[src/rtl/vx_split_join_ext.sv]
// Per-warp IPDOM reconvergence stack: divergent SPLIT pushes a frame, divergent JOIN
// yields the else path once and then restores the pre-split mask. Join result is registered.

module vx_sj_warp_stack #(
  parameter int NUM_THREADS = 4,
  parameter int PC_WIDTH    = 32,
  parameter int STACK_DEPTH = 3,
  parameter int DW          = 2
) (
  input  logic                   clk,
  input  logic                   reset,
  input  logic                   push,
  input  logic                   mark,
  input  logic                   pop,
  input  logic                   flush,
  input  logic [NUM_THREADS-1:0] push_orig,
  input  logic [NUM_THREADS-1:0] push_else,
  input  logic [PC_WIDTH-1:0]    push_pc,
  output logic [DW-1:0]          sp,
  output logic [NUM_THREADS-1:0] top_orig,
  output logic [NUM_THREADS-1:0] top_else,
  output logic [PC_WIDTH-1:0]    top_pc,
  output logic                   top_taken
);
  logic [STACK_DEPTH-1:0][NUM_THREADS-1:0] f_orig, f_else;
  logic [STACK_DEPTH-1:0][PC_WIDTH-1:0]    f_pc;
  logic [STACK_DEPTH-1:0]                  f_taken;

  always_ff @(posedge clk) begin
    if (reset)      sp <= '0;
    else if (flush) sp <= '0;
    else if (push)  sp <= sp + DW'(1);
    else if (pop)   sp <= sp - DW'(1);
  end

  // Frame payload needs no reset: a frame is only read after a push wrote it.
  always_ff @(posedge clk) begin
    for (int i = 0; i < STACK_DEPTH; i++) begin
      if (push && sp == DW'(i)) begin
        f_orig[i]  <= push_orig;
        f_else[i]  <= push_else;
        f_pc[i]    <= push_pc;
        f_taken[i] <= 1'b0;
      end else if (mark && sp == DW'(i + 1)) begin
        f_taken[i] <= 1'b1;
      end
    end
  end

  always_comb begin
    top_orig  = '0;
    top_else  = '0;
    top_pc    = '0;
    top_taken = 1'b0;
    for (int i = 0; i < STACK_DEPTH; i++) begin
      if (sp == DW'(i + 1)) begin
        top_orig  = f_orig[i];
        top_else  = f_else[i];
        top_pc    = f_pc[i];
        top_taken = f_taken[i];
      end
    end
  end
endmodule

module vx_split_join_ext #(
  parameter  int NUM_THREADS = 4,
  parameter  int NUM_WARPS   = 4,
  parameter  int NW_WIDTH    = 2,
  parameter  int PC_WIDTH    = 32,
  parameter  int STACK_DEPTH = 3,
  localparam int DW          = $clog2(STACK_DEPTH + 1)
) (
  input  logic                    clk,
  input  logic                    reset,
  input  logic                    valid,
  input  logic [NW_WIDTH-1:0]     wid,
  input  logic                    split_valid,
  input  logic                    split_is_dvg,
  input  logic [NUM_THREADS-1:0]  split_then_tmask,
  input  logic [NUM_THREADS-1:0]  split_else_tmask,
  input  logic [PC_WIDTH-1:0]     split_next_pc,
  input  logic                    sjoin_valid,
  input  logic                    sjoin_is_dvg,
  input  logic                    flush_valid,
  input  logic [NW_WIDTH-1:0]     flush_wid,
  input  logic                    err_clear,
  output logic                    join_valid,
  output logic                    join_is_dvg,
  output logic                    join_is_else,
  output logic [NW_WIDTH-1:0]     join_wid,
  output logic [NUM_THREADS-1:0]  join_tmask,
  output logic [PC_WIDTH-1:0]     join_pc,
  output logic [NUM_WARPS*DW-1:0] depth,
  output logic                    err_overflow,
  output logic                    err_underflow,
  output logic [NW_WIDTH-1:0]     err_wid
);
  localparam logic [DW-1:0] SP_FULL = DW'(STACK_DEPTH);

  logic [NUM_WARPS-1:0][DW-1:0]          sp;
  logic [NUM_WARPS-1:0][NUM_THREADS-1:0] top_orig, top_else;
  logic [NUM_WARPS-1:0][PC_WIDTH-1:0]    top_pc;
  logic [NUM_WARPS-1:0]                  top_taken, push_w, mark_w, pop_w, flush_w;

  logic [DW-1:0]          sel_sp;
  logic [NUM_THREADS-1:0] sel_orig, sel_else;
  logic [PC_WIDTH-1:0]    sel_pc;
  logic                   sel_taken;

  always_comb begin
    sel_sp    = '0;
    sel_orig  = '0;
    sel_else  = '0;
    sel_pc    = '0;
    sel_taken = 1'b0;
    for (int w = 0; w < NUM_WARPS; w++) begin
      if (wid == NW_WIDTH'(w)) begin
        sel_sp    = sp[w];
        sel_orig  = top_orig[w];
        sel_else  = top_else[w];
        sel_pc    = top_pc[w];
        sel_taken = top_taken[w];
      end
    end
  end

  // An op colliding with a flush of its own warp is discarded outright.
  logic op_ok, do_split, do_join, dvg_join, push, overflow, underflow, mark, pop, new_err;
  assign op_ok     = valid && !(flush_valid && wid == flush_wid);
  assign do_split  = op_ok && split_valid;
  assign do_join   = op_ok && sjoin_valid && !split_valid;
  assign dvg_join  = do_join && sjoin_is_dvg;
  assign push      = do_split && split_is_dvg;
  assign overflow  = push && sel_sp == SP_FULL;
  assign underflow = dvg_join && sel_sp == '0;
  assign mark      = dvg_join && !underflow && !sel_taken;
  assign pop       = dvg_join && !underflow && sel_taken;
  assign new_err   = overflow || underflow;

  for (genvar w = 0; w < NUM_WARPS; w++) begin : g_warp
    logic hit;
    assign hit        = wid == NW_WIDTH'(w);
    assign push_w[w]  = push && !overflow && hit;
    assign mark_w[w]  = mark && hit;
    assign pop_w[w]   = pop && hit;
    assign flush_w[w] = flush_valid && flush_wid == NW_WIDTH'(w);
    assign depth[w*DW +: DW] = sp[w];

    vx_sj_warp_stack #(
      .NUM_THREADS (NUM_THREADS),
      .PC_WIDTH    (PC_WIDTH),
      .STACK_DEPTH (STACK_DEPTH),
      .DW          (DW)
    ) u_stk (
      .clk       (clk),
      .reset     (reset),
      .push      (push_w[w]),
      .mark      (mark_w[w]),
      .pop       (pop_w[w]),
      .flush     (flush_w[w]),
      .push_orig (split_then_tmask | split_else_tmask),
      .push_else (split_else_tmask),
      .push_pc   (split_next_pc),
      .sp        (sp[w]),
      .top_orig  (top_orig[w]),
      .top_else  (top_else[w]),
      .top_pc    (top_pc[w]),
      .top_taken (top_taken[w])
    );
  end

  always_ff @(posedge clk) begin
    if (reset) begin
      join_valid   <= 1'b0;
      join_is_dvg  <= 1'b0;
      join_is_else <= 1'b0;
      join_wid     <= '0;
      join_tmask   <= '0;
      join_pc      <= '0;
    end else begin
      join_valid   <= do_join;
      join_is_dvg  <= dvg_join;
      join_is_else <= mark;
      if (do_join) join_wid <= wid;
      join_tmask   <= mark ? sel_else : (pop ? sel_orig : '0);
      join_pc      <= mark ? sel_pc : '0;
    end
  end

  // A clear coinciding with a fresh error leaves exactly that error recorded.
  always_ff @(posedge clk) begin
    if (reset) begin
      err_overflow  <= 1'b0;
      err_underflow <= 1'b0;
      err_wid       <= '0;
    end else if (err_clear) begin
      err_overflow  <= overflow;
      err_underflow <= underflow;
      err_wid       <= new_err ? wid : '0;
    end else if (new_err) begin
      err_overflow  <= err_overflow | overflow;
      err_underflow <= err_underflow | underflow;
      if (!err_overflow && !err_underflow) err_wid <= wid;
    end
  end
endmodule

[config.mk]
export PLATFORM = sky130hd
export DESIGN_NAME = vx_split_join_ext
export DESIGN_NICKNAME = d
export VERILOG_FILES = /design/src/rtl/vx_split_join_ext.sv
export SDC_FILE = /design/constraint.sdc
export NUM_CORES = 1
export LEC_CHECK = 0
export ABC_AREA = 0
export BUFFER_PORTS_ARGS = -buffer_cell sky130_fd_sc_hd__buf_4
export CAP_MARGIN = 30
export CORE_MARGIN = 2
export CORE_UTILIZATION = 60
export DETAILED_ROUTE_END_ITERATION = 8
export PLACE_DENSITY = 0.86
export REMOVE_ABC_BUFFERS = 1
export SLEW_MARGIN = 20
export SYNTH_ARGS = -nofsm -noshare
export SYNTH_HDL_FRONTEND = slang
export SYNTH_SLANG_ARGS = --single-unit
[constraint.sdc]
create_clock -name clk -period 4.55 [get_ports clk]
set_input_delay 0.91 -clock clk [delete_from_list [all_inputs] [get_ports clk]]
set_output_delay 0.91 -clock clk [all_outputs]
set_load 0.05 [all_outputs]
==> reports/summary.txt <==
WL final: 54,600 um
hold-critical path depth: 2
Final Cycle Share: 83.0%
Worst VDD drop: 0.327 mV
Initial Utilization: 61.0%
failing checks: DRC
Crit Path Category: register to register
total core area: 35,700 um2
post-DR wirelength/cell: 26.0 um
CTS HTree Levels: 2
Max Root-Sink Buffers: 3
PwrDens: 403 nW/um2
Async SR Flop Fraction: 0%
CP Data Arrival Time: 4.22 ns
Slew headroom: 34.3%
most frequent cells in the layout: edfxtp_1 (480), buf_4 (133), a21oi_1 (94)
Leak Pwr: 8.11 nW
Filler Cell Count: 2,203
Synth-to-Final Area Change: 13.8%
Die Ht: 194 um
GRT Total Usage: 28.6%
outcome: complete, but fails checks
total CTS buffers: 51
Cell variety after synth: 50
Skew-Pair Late Insertion Delay: 0.58 ns
Synth Warn #: 0
top_reg_cell synth: edfxtp_1
RSZ-0062 raised after global routing: no
f_max: 265 MHz
largest net degree at the start of global routing: 86
initial antenna violation count: 1
final setup TNS: 0 ns
row count: 69
commonest non-fill, non-tap cell in the layout: edfxtp_1
CTS tree: built
Worst Reg-to-Reg Cells: 8
Cells after Synth: 1,517
vias in the first global route: 14,200
root buffer cell: clkbuf_16
Final Wtd Congestion: 0.831
pre-CTS WS: 0.806 ns
Clock Sinks: 545
Fin. Hold Viols: 0
post_cts resized: 0
crit path max fanout: 30
area of the mapped netlist: 21,700 um2
num ports: 106
worst hold margin: 0.497 ns
total number of vias: 14,400
syn avg cell area: 14.3 um2
Post-CTS Setup Repair Bufs: 0
first-pass GRT wire length: 82,500 um
initial DRC count: 2,050
PnR worst setup slack: 0.775 ns
max cap viols: 0
endpoints failing setup: 0
share of cells above drive strength 1: 15.7%
Post-route DRC: 7
die area: 37,800 um2
vias per cell: 6.89
chip width: 194 um
GRT overflow: 0
CTS Hold Bufs: 0
Worst Hold Class: register to register
Buffers on Ports: 105
Crit path required time: 4.99 ns
Setup crit end kind: register
register area share after synthesis: 72.3%
Max Clock Skew: 0.0151 ns
worst-margin pin slew: 0.986 ns
Final min period: 3.77 ns
Post-synth EDFFs: 480
Final Max Tran Viols: 0
hpwl dp: 31,000 um
clock-pin slew of the registers on the worst-case setup and hold paths: 0.07 ns
TritonRoute pass-1 iters: 9
antenna-violating nets left: 0
nets: 1,662
Setup crit start kind: register
#FFs+latches synth: 545
-- where the power goes --
part | switching [mW] | internal [mW] | total, mW
registers | 0.0111 | 5.46 | 5.47
logic | 0.261 | 0.112 | 0.373
clock network | 1.76 | 2.36 | 4.12
-- per-layer routing --
| metal | global-route usage (%) | vias up | part of all wire (%) |
|---|---|---|---|
| met2 | 46.9 | 981 | 49 |
| met1 | 37.2 | 7172 | 37 |
| met5 | 0 | - | 0 |
| met4 | 12.7 | 0 | 4.0 |
| li1 | - | 6125 | - |
| met3 | 6.21 | 169 | 10 |
-- critical path, cell delays in order (launching register included) --
cell and delay [ns]:
dfxtp_1 0.39, inv_1 0.16, ha_2 0.69, nand3b_1 0.24
a22o_1 0.15, mux4_2 0.62, nand3_2 0.63, buf_4 0.42
a211oi_1 0.33
-- final timing paths --
check | slack, ns | startpoint | endpoint
worst max register to register | 0.78 | g_warp[2].u_stk.sp[0]$_SDFFE_PP0P_ | join_pc[13]$_SDFF_PP0_
worst min-delay path | 0.50 | g_warp[0].u_stk.f_taken[0]$_SDFFE_PP0P_ | g_warp[0].u_stk.f_taken[0]$_SDFFE_PP0P_
worst max-delay path | 0.78 | g_warp[2].u_stk.sp[0]$_SDFFE_PP0P_ | join_pc[13]$_SDFF_PP0_
worst min register to register | 0.50 | g_warp[0].u_stk.f_taken[0]$_SDFFE_PP0P_ | g_warp[0].u_stk.f_taken[0]$_SDFFE_PP0P_
-- synthesized netlist by cell type, types with 19 or more instances --
| master | n | area share [%] |
|---|---|---|
| o21ai_0 | 65 | 1.5 |
| a221oi_1 | 72 | 2.9 |
| and3b_1 | 39 | 1.6 |
| inv_1 | 23 | 0.40 |
| edfxtp_1 | 480 | 66 |
| nand2_1 | 81 | 1.4 |
| a21oi_1 | 94 | 2.2 |
| nor2b_1 | 84 | 2.4 |
| and3_1 | 21 | 0.60 |
| nor3_1 | 66 | 1.5 |
| nor2_1 | 19 | 0.33 |
| clkbuf_1 | 104 | 1.8 |
| nand3b_1 | 20 | 0.69 |
| dfxtp_1 | 65 | 6.0 |
| a211oi_1 | 64 | 2.2 |
| a22oi_1 | 38 | 1.3 |
-- area by class of cell --
cell class | instances | area [um2] | share of cell area (%)
Sequential cell | 545 | 15700 | 63.5
Multi-Input combinational cell | 825 | 5500 | 22.2
Clock buffer | 72 | 1400 | 5.64
Timing Repair Buffer | 146 | 1250 | 5.07
Tap cell | 461 | 577 | 2.33
Clock inverter | 22 | 211 | 0.855
Inverter | 24 | 90.1 | 0.364
Antenna cell | 1 | 2.50 | 0.0101
-- cell families (layout without fill, tap and decap cells) --
| group | Yosys count | in the layout | synth area share [%] |
|---|---|---|---|
| buffers and inverters | 147 | 264 | 2.71 |
| AO/OA/AOI/OAI | 408 | 408 | 13.1 |
| other | 0 | 1 | 0 |
| AND/OR/NAND/NOR | 391 | 391 | 10.2 |
| XOR/XNOR | 2 | 2 | 0.0806 |
| multiplexers | 8 | 8 | 0.662 |
| adder cells (fa/ha/maj) | 16 | 16 | 0.920 |
| flip-flops | 545 | 545 | 72.3 |
-- sequential cells by signal (all words and copies together), names as in the netlist --
signal                cells
err_wid                   2
join_is_else              1
join_is_dvg               1
err_underflow             1
join_wid                  2
err_overflow              1
join_tmask                4
join_pc                  32
g_warp.u_stk.f_taken     12
g_warp.u_stk.sp           8
g_warp.u_stk.f_else      48
g_warp.u_stk.f_pc       384
g_warp.u_stk.f_orig      48
join_valid                1
-- metrics by stage --
stage	instance area, um2	power, mW	utilization [%]	cells
2_1_floorplan	21200	5.72	-	1394
3_3_place_gp	23100	5.92	64.8	2000
4_1_cts	24700	9.98	69.4	2095
6_report	24700	9.97	69.4	2096
3_5_place_dp	23100	5.94	64.9	2001
5_1_grt	24700	10.2	69.4	2096
Power figures use the tool's default switching activity.
